===== src/rtl/fc_rx_deframer.sv =====
// Fibre Channel receive deframer: delimits SOF..EOF frames from the PCS word
// stream and emits them as Avalon-ST packets with length/abort error flags.
module fc_rx_deframer #(
   parameter int MAX_WORDS = 537,
   parameter int MIN_WORDS = 9
) (
   input  logic        clk,
   input  logic        reset_n,
   input  logic [31:0] rx_data,
   input  logic [3:0]  rx_datak,
   input  logic        rx_valid,
   input  logic        rx_sync,
   output logic [31:0] out_data,
   output logic        out_valid,
   output logic        out_startofpacket,
   output logic        out_endofpacket,
   output logic [1:0]  out_error,
   output logic [15:0] frame_count,
   output logic [15:0] error_count
);

   localparam int CW = $clog2(MAX_WORDS + 2);
   localparam logic [CW-1:0] MAX_C = CW'(MAX_WORDS);
   localparam logic [CW-1:0] MIN_C = CW'(MIN_WORDS);

   typedef enum logic [1:0] {IDLE, FRAME, DISCARD} state_t;

   state_t        state;
   logic [31:0]   hold_data;
   logic          hold_sop;
   logic          hold_eof;
   logic          hold_short;
   logic [CW-1:0] cnt;
   logic [CW-1:0] cnt_nx;

   logic [7:0] b3, b2, b1, b0;
   logic       is_os, is_sof, is_eof, is_data, is_prim, acc;

   assign b3 = rx_data[31:24];
   assign b2 = rx_data[23:16];
   assign b1 = rx_data[15:8];
   assign b0 = rx_data[7:0];

   assign acc     = rx_valid & rx_sync;
   assign is_os   = (rx_datak == 4'b1000) && (b3 == 8'hBC);
   assign is_sof  = is_os && (b2 == 8'hB5) && (b1 == b0) &&
                    ((b0 == 8'h56) || (b0 == 8'h36) || (b0 == 8'h58));
   assign is_eof  = is_os && (b1 == b0) &&
                    ((b2 == 8'h95) || (b2 == 8'hB5) ||
                     (b2 == 8'h8A) || (b2 == 8'hAA)) &&
                    ((b0 == 8'h75) || (b0 == 8'hD5) || (b0 == 8'hF5));
   assign is_data = (rx_datak == 4'b0000);
   assign is_prim = !is_data && !is_sof && !is_eof;
   assign cnt_nx  = cnt + 1'b1;

   always_ff @(posedge clk or negedge reset_n) begin
      if (!reset_n) begin
         state             <= IDLE;
         hold_data         <= '0;
         hold_sop          <= 1'b0;
         hold_eof          <= 1'b0;
         hold_short        <= 1'b0;
         cnt               <= '0;
         out_data          <= '0;
         out_valid         <= 1'b0;
         out_startofpacket <= 1'b0;
         out_endofpacket   <= 1'b0;
         out_error         <= 2'b00;
      end else begin
         out_valid         <= 1'b0;
         out_startofpacket <= 1'b0;
         out_endofpacket   <= 1'b0;
         out_error         <= 2'b00;
         // A held EOF leaves unconditionally; state is already IDLE here
         if (hold_eof) begin
            out_valid       <= 1'b1;
            out_data        <= hold_data;
            out_endofpacket <= 1'b1;
            out_error       <= {1'b0, hold_short};
            hold_eof        <= 1'b0;
         end
         unique case (state)
            IDLE, DISCARD: begin
               if (!rx_sync) begin
                  state <= IDLE;
               end else if (acc && is_sof) begin
                  hold_data <= rx_data;
                  hold_sop  <= 1'b1;
                  cnt       <= CW'(1);
                  state     <= FRAME;
               end else if (acc && is_eof) begin
                  state <= IDLE;
               end
            end
            FRAME: begin
               if (!rx_sync || (rx_valid && is_prim)) begin
                  out_valid         <= 1'b1;
                  out_data          <= hold_data;
                  out_startofpacket <= hold_sop;
                  out_endofpacket   <= 1'b1;
                  out_error         <= 2'b10;
                  state             <= IDLE;
               end else if (rx_valid) begin
                  out_valid         <= 1'b1;
                  out_data          <= hold_data;
                  out_startofpacket <= hold_sop;
                  if (is_sof) begin
                     out_endofpacket <= 1'b1;
                     out_error       <= 2'b10;
                     hold_data       <= rx_data;
                     hold_sop        <= 1'b1;
                     cnt             <= CW'(1);
                  end else if (is_eof) begin
                     hold_data  <= rx_data;
                     hold_sop   <= 1'b0;
                     hold_eof   <= 1'b1;
                     hold_short <= (cnt_nx < MIN_C) || (cnt_nx > MAX_C);
                     state      <= IDLE;
                  end else if (cnt_nx > MAX_C) begin
                     out_endofpacket <= 1'b1;
                     out_error       <= 2'b01;
                     state           <= DISCARD;
                  end else begin
                     hold_data <= rx_data;
                     hold_sop  <= 1'b0;
                     cnt       <= cnt_nx;
                  end
               end
            end
            default: state <= IDLE;
         endcase
      end
   end

   always_ff @(posedge clk or negedge reset_n) begin
      if (!reset_n) begin
         frame_count <= '0;
         error_count <= '0;
      end else if (out_valid && out_endofpacket) begin
         if (out_error == 2'b00) begin
            if (frame_count != 16'hFFFF) frame_count <= frame_count + 16'd1;
         end else begin
            if (error_count != 16'hFFFF) error_count <= error_count + 16'd1;
         end
      end
   end

endmodule

===== config.mk =====
export PLATFORM = sky130hd
export DESIGN_NAME = fc_rx_deframer
export DESIGN_NICKNAME = d
export VERILOG_FILES = /design/src/rtl/fc_rx_deframer.sv
export SDC_FILE = /design/constraint.sdc
export NUM_CORES = 1
export LEC_CHECK = 0
export ABC_AREA = 1
export BUFFER_PORTS_ARGS = -buffer_cell sky130_fd_sc_hd__clkbuf_2
export CAP_MARGIN = 20
export CORE_MARGIN = 2
export CORE_UTILIZATION = 52
export CTS_BUF_LIST = sky130_fd_sc_hd__clkbuf_2 sky130_fd_sc_hd__clkbuf_4 sky130_fd_sc_hd__clkbuf_8
export DETAILED_ROUTE_END_ITERATION = 8
export PLACE_DENSITY = 0.9
export SYNTH_ARGS = -nofsm -noshare
export SYNTH_HDL_FRONTEND = slang
export SYNTH_SLANG_ARGS = --single-unit

===== constraint.sdc =====
create_clock -name clk -period 1.8 [get_ports clk]
set_input_delay 0.18 -clock clk [delete_from_list [all_inputs] [get_ports clk]]
set_output_delay 0.18 -clock clk [all_outputs]
set_load 0.02 [all_outputs]

==> results.toml <==
[outcome]
result_of_the_run = "finished, violations left"
failed_checks = "negative setup slack"

[global_route]
grt_first_pass_wirelength_um = 27500
total_routing_resource_utilization_after_global_routing = 0.276
via_count_of_the_first_global_routing_pass = 5871
antenna_found_initial = 0
gr-total-overflow = 0
grt_start_max_net_pins = 54

[place]
post-dp-hpwl_um = 11200
place.gp.congestion = 0.989
worst_slack_placed_ps = -162
count_of_input_and_output_buffers = 108
dpl.cell_count = 996

[pwr]
share_clk_of_total_power = 0.469
power.static_leakage_nw = 4.23
power_density_nw_per_um2 = 695
p_switching_mw = 1.40
ir_worst_vdd_mv = 0.801
seq_power_share = 0.469
relative_contribution_of_combinational_cells_to_total_power = 0.062
sw_frac_of_total = 0.245
power_report.internal_total_mw = 4.30

[worst_setup_path]
worstPathBufferInverterCount = 1
worst_path_most_repeated_cell = "sky130_fd_sc_hd__nand2_1"
cpMaxStageDelayCell = "sky130_fd_sc_hd__dfrtp_2"
setup.worst_path.start_class = "register"
worst_setup_path_end_kind = "register"
worst_ep_required_time_ps = 2130
cp_max_fo = 18
timing_worst_setup_path_type = "reg -> reg"
start_point_of_the_critical_path = "cnt[2]"
critical-path-top-delay-family = "simple AND/OR/NAND/NOR gates"
r2r-start = "cnt[2]"
worst_ep_arrival_time_ps = 2420
crit_chain = "nand2_2, nor2_4, nand2_1, nand2_1, nand2_1, nor2_4, nand3_4, nand3_4, nor2_4, nor2_8, nand3_4, buf_12, nand2_1, nand2_1"
critical_path.max_stage_delay_ps = 450

[timing]
unrepaired_setup_endpoints_after_global_routing = "yes"
slew_headroom = 0.700
worstMarginPinSlew_ps = 446
maxClockFrequency_mhz = 478
report.final.setup_viol = 53
hold_viol = 0
timing.final.crit_share = 1.16
finalClockSkew_ps = 15.9
fin_crit_ps = 2090
least_setup_slack_across_all_paths_after_layout_ps = -292
slew_viol_final = 0

[die]
row_count = 39
fp.dieH_um = 111
floorplan.die.width_um = 111
io-pin-count = 109
design.core.area_um2 = 11300
die-area_um2 = 12300
initial_core_utilization = 0.528

[yosys]
synth_top_flop_cell = "sky130_fd_sc_hd__dfrtp_1"
number_of_flops_mapped_to_enable_cells_by_yosys = 0
synthDominantCellAreaShare = 0.487
synth_area_um2 = 5950
synthTopCellsByArea = "sky130_fd_sc_hd__dfrtp_1 (49%), sky130_fd_sc_hd__nand2_1 (14%), sky130_fd_sc_hd__nand4_1 (6.1%)"
post-synth-top-area-cell = "sky130_fd_sc_hd__dfrtp_1"
syn_area_per_cell_um2 = 8.48
postSynthNetCount = 746
ys_seq_area_frac = 0.487
netlist-cell-type-count = 32
syn_inst = 702
asyncSetResetFlopFracSynth = 1.00
post_synthesis_sequential_element_count = 116
yosys_warnings = 0

[clock_tree]
cts.reportedPaths.clkPinSlew_ps = 80
numCtsBuffers = 17
cts_buffer_depth = 2
cts_sinks = 116
htreeDepth = 4
cts_root_buffer = "sky130_fd_sc_hd__clkbuf_8"
tritoncts = "yes"
insertion_delay_ps = 450

[cells_and_area]
fraction_of_layout_cells_with_a_size_suffix_above_1 = 0.396
flow.area_growth_from_synthesis_pct = 37.5
final_net_count = 944
diodes = 0
finish.cell_count_without_fillers = 1056

[run]
drv_cap = 0

[drt]
drt_drc_violations_left = 0
drt-initial-drc-count = 724
vias = 6063
drt-pass1-iter-count = 7
detail_route.wl_per_cell_um = 17.6
detail_route.wirelength_um = 18600
post_drt_via_cell_ratio = 5.74
number_of_antenna_violating_nets_in_the_routed_design = 0

[worst_hold_path]
worst_hold_startpoint = "rx_data[13]"
timing.hold.worst.class = "in -> reg"
-- Yosys cell counts, types with 2 or more instances --
cell,number
sky130_fd_sc_hd__nand4_1,58
sky130_fd_sc_hd__buf_4,3
sky130_fd_sc_hd__nor2_4,2
sky130_fd_sc_hd__nor3_1,18
sky130_fd_sc_hd__a21oi_1,8
sky130_fd_sc_hd__mux2_2,32
sky130_fd_sc_hd__inv_1,56
sky130_fd_sc_hd__o21ai_1,3
sky130_fd_sc_hd__nand3b_1,4
sky130_fd_sc_hd__buf_6,3
sky130_fd_sc_hd__nand3_1,22
sky130_fd_sc_hd__ha_1,4
sky130_fd_sc_hd__nor4_1,3
sky130_fd_sc_hd__clkbuf_1,4
sky130_fd_sc_hd__o21ai_0,12
sky130_fd_sc_hd__inv_2,9
sky130_fd_sc_hd__nand3_2,6
sky130_fd_sc_hd__nand2_1,218
sky130_fd_sc_hd__or2_2,2
sky130_fd_sc_hd__nor2_1,63
sky130_fd_sc_hd__xor2_1,18
sky130_fd_sc_hd__buf_2,14
sky130_fd_sc_hd__xnor2_1,16
sky130_fd_sc_hd__dfrtp_1,116
-- worst reg2reg max path, cell delays in order, from the launching register on --
cell and delay [ps]:
sky130_fd_sc_hd__dfrtp_2 450, sky130_fd_sc_hd__nand2_2 120, sky130_fd_sc_hd__nor2_4 150, sky130_fd_sc_hd__nand2_1 100
sky130_fd_sc_hd__nand2_1 110, sky130_fd_sc_hd__nand2_1 100, sky130_fd_sc_hd__nor2_4 150, sky130_fd_sc_hd__nand3_4 100
sky130_fd_sc_hd__nand3_4 90, sky130_fd_sc_hd__nor2_4 50, sky130_fd_sc_hd__nor2_8 110, sky130_fd_sc_hd__nand3_4 120
sky130_fd_sc_hd__buf_12 180, sky130_fd_sc_hd__nand2_1 80, sky130_fd_sc_hd__nand2_1 70
-- worst paths after layout --
kind	end	slack (ps)	cells after the start
worst max-delay path	hold_data[22]	-290	14
worst min-delay path	hold_data[13]	20	3
worst max register to register	hold_data[22]	-290	14
worst min register to register	hold_data[7]	470	2
max in group asynchronous	cnt[1]	990	3
min in group asynchronous	error_count[15]	200	2
-- repair_timing --
action	in CTS	in global routing
hold buffers	11	0
gates cloned	2	0
setup endpoints to repair	53	59
endpoints found under the hold margin	37	0
setup buffers	4	12
gates resized for setup	27	72
pin swaps	6	21
-- layout make-up --
type	instances	area [um^2]
clock inverter	15	203
inverter	65	246
sequential	116	2910
clock buffer	17	234
tap	143	179
fill	700	3080
timing repair buffer	202	1380
multi-input combinational	498	3030
-- registers in the layout, indices dropped and copies added, names as in the netlist --
| name | count |
|---|---|
| hold_data | 32 |
| out_error | 2 |
| out_data | 32 |
| out_startofpacket | 1 |
| hold_eof | 1 |
| out_endofpacket | 1 |
| cnt | 10 |
| hold_sop | 1 |
| out_valid | 1 |
| frame_count | 16 |
| hold_short | 1 |
| error_count | 16 |
| state | 2 |
-- metrics by stage --
stage | area [um^2] | setup TNS (ps) | total power, mW | hold slack, ps | util
3_3_place_gp | 7190 | -3360 | 3.02 | 130 | 0.638
6_report | 8190 | -10570 | 5.69 | 16.8 | 0.727
5_1_grt | 8190 | -18330 | 5.88 | 4.99 | 0.727
3_5_place_dp | 7190 | -5930 | 3.03 | 134 | 0.638
2_1_floorplan | 6020 | -741 | 2.84 | -116 | -
4_1_cts | 7870 | -6550 | 5.68 | 0.243 | 0.698
-- power groups by stage --
stage / Clock [mW] / Combinational [mW] / Sequential [mW]
finish: 2.67 / 0.353 / 2.67
CTS: 2.68 / 0.339 / 2.67
global route: 2.81 / 0.392 / 2.67
floorplan: 0 / 0.131 / 2.71
global placement: 0 / 0.302 / 2.71
detailed placement: 0 / 0.314 / 2.71
-- cell families after synthesis --
| family | after synthesis | synth area share |
|---|---|---|
| xor gates and xnor gates | 34 | 0.0500 |
| muxes | 32 | 0.0605 |
| DFF | 116 | 0.487 |
| AOI/OAI and AO/OA | 24 | 0.0204 |
| buffers and inverters | 89 | 0.0647 |
| and+or+nand+nor | 403 | 0.308 |
| adders and majority gates | 4 | 0.00841 |
-- layout by cell type, fill, tap and decap left out, types with 5 or more instances in the layout --
cell type                       synthesis  layout
sky130_fd_sc_hd__clkbuf_8               0      17
sky130_fd_sc_hd__mux2_2                32      32
sky130_fd_sc_hd__nand2_4                1      10
sky130_fd_sc_hd__inv_2                  9      12
sky130_fd_sc_hd__nor2_1                63      49
sky130_fd_sc_hd__nand2_2                1      27
sky130_fd_sc_hd__nand3_1               22      15
sky130_fd_sc_hd__buf_6                  3       5
sky130_fd_sc_hd__dfrtp_1              116     107
sky130_fd_sc_hd__dlygate4sd3_1          0      11
sky130_fd_sc_hd__xnor2_1               16      16
sky130_fd_sc_hd__nor3_1                18      15
sky130_fd_sc_hd__xor2_1                18      18
sky130_fd_sc_hd__nor2_4                 2       8
sky130_fd_sc_hd__nand3_2                6       9
sky130_fd_sc_hd__buf_4                  3      72
sky130_fd_sc_hd__nand3_4                1       6
sky130_fd_sc_hd__a21oi_1                8       7
sky130_fd_sc_hd__clkbuf_2               0     107
sky130_fd_sc_hd__inv_1                 56      52
sky130_fd_sc_hd__buf_12                 0       7
sky130_fd_sc_hd__nor2_2                 1       9
sky130_fd_sc_hd__nand2_1              218     183
sky130_fd_sc_hd__dfrtp_2                0       9
sky130_fd_sc_hd__nand4_1               58      58
sky130_fd_sc_hd__o21ai_0               12       6
-- metal layers --
| layer | GRT usage | vias up | wire length, um |
|---|---|---|---|
| met2 | 0.469 | 401 | 9100 |
| li1 | - | 2696 | - |
| met5 | 0 | - | 0 |
| met3 | 0.0694 | 99 | 1640 |
| met1 | 0.335 | 2867 | 6870 |
| met4 | 0.117 | 0 | 961 |
No activity file was read; power rests on OpenSTA's default activity.
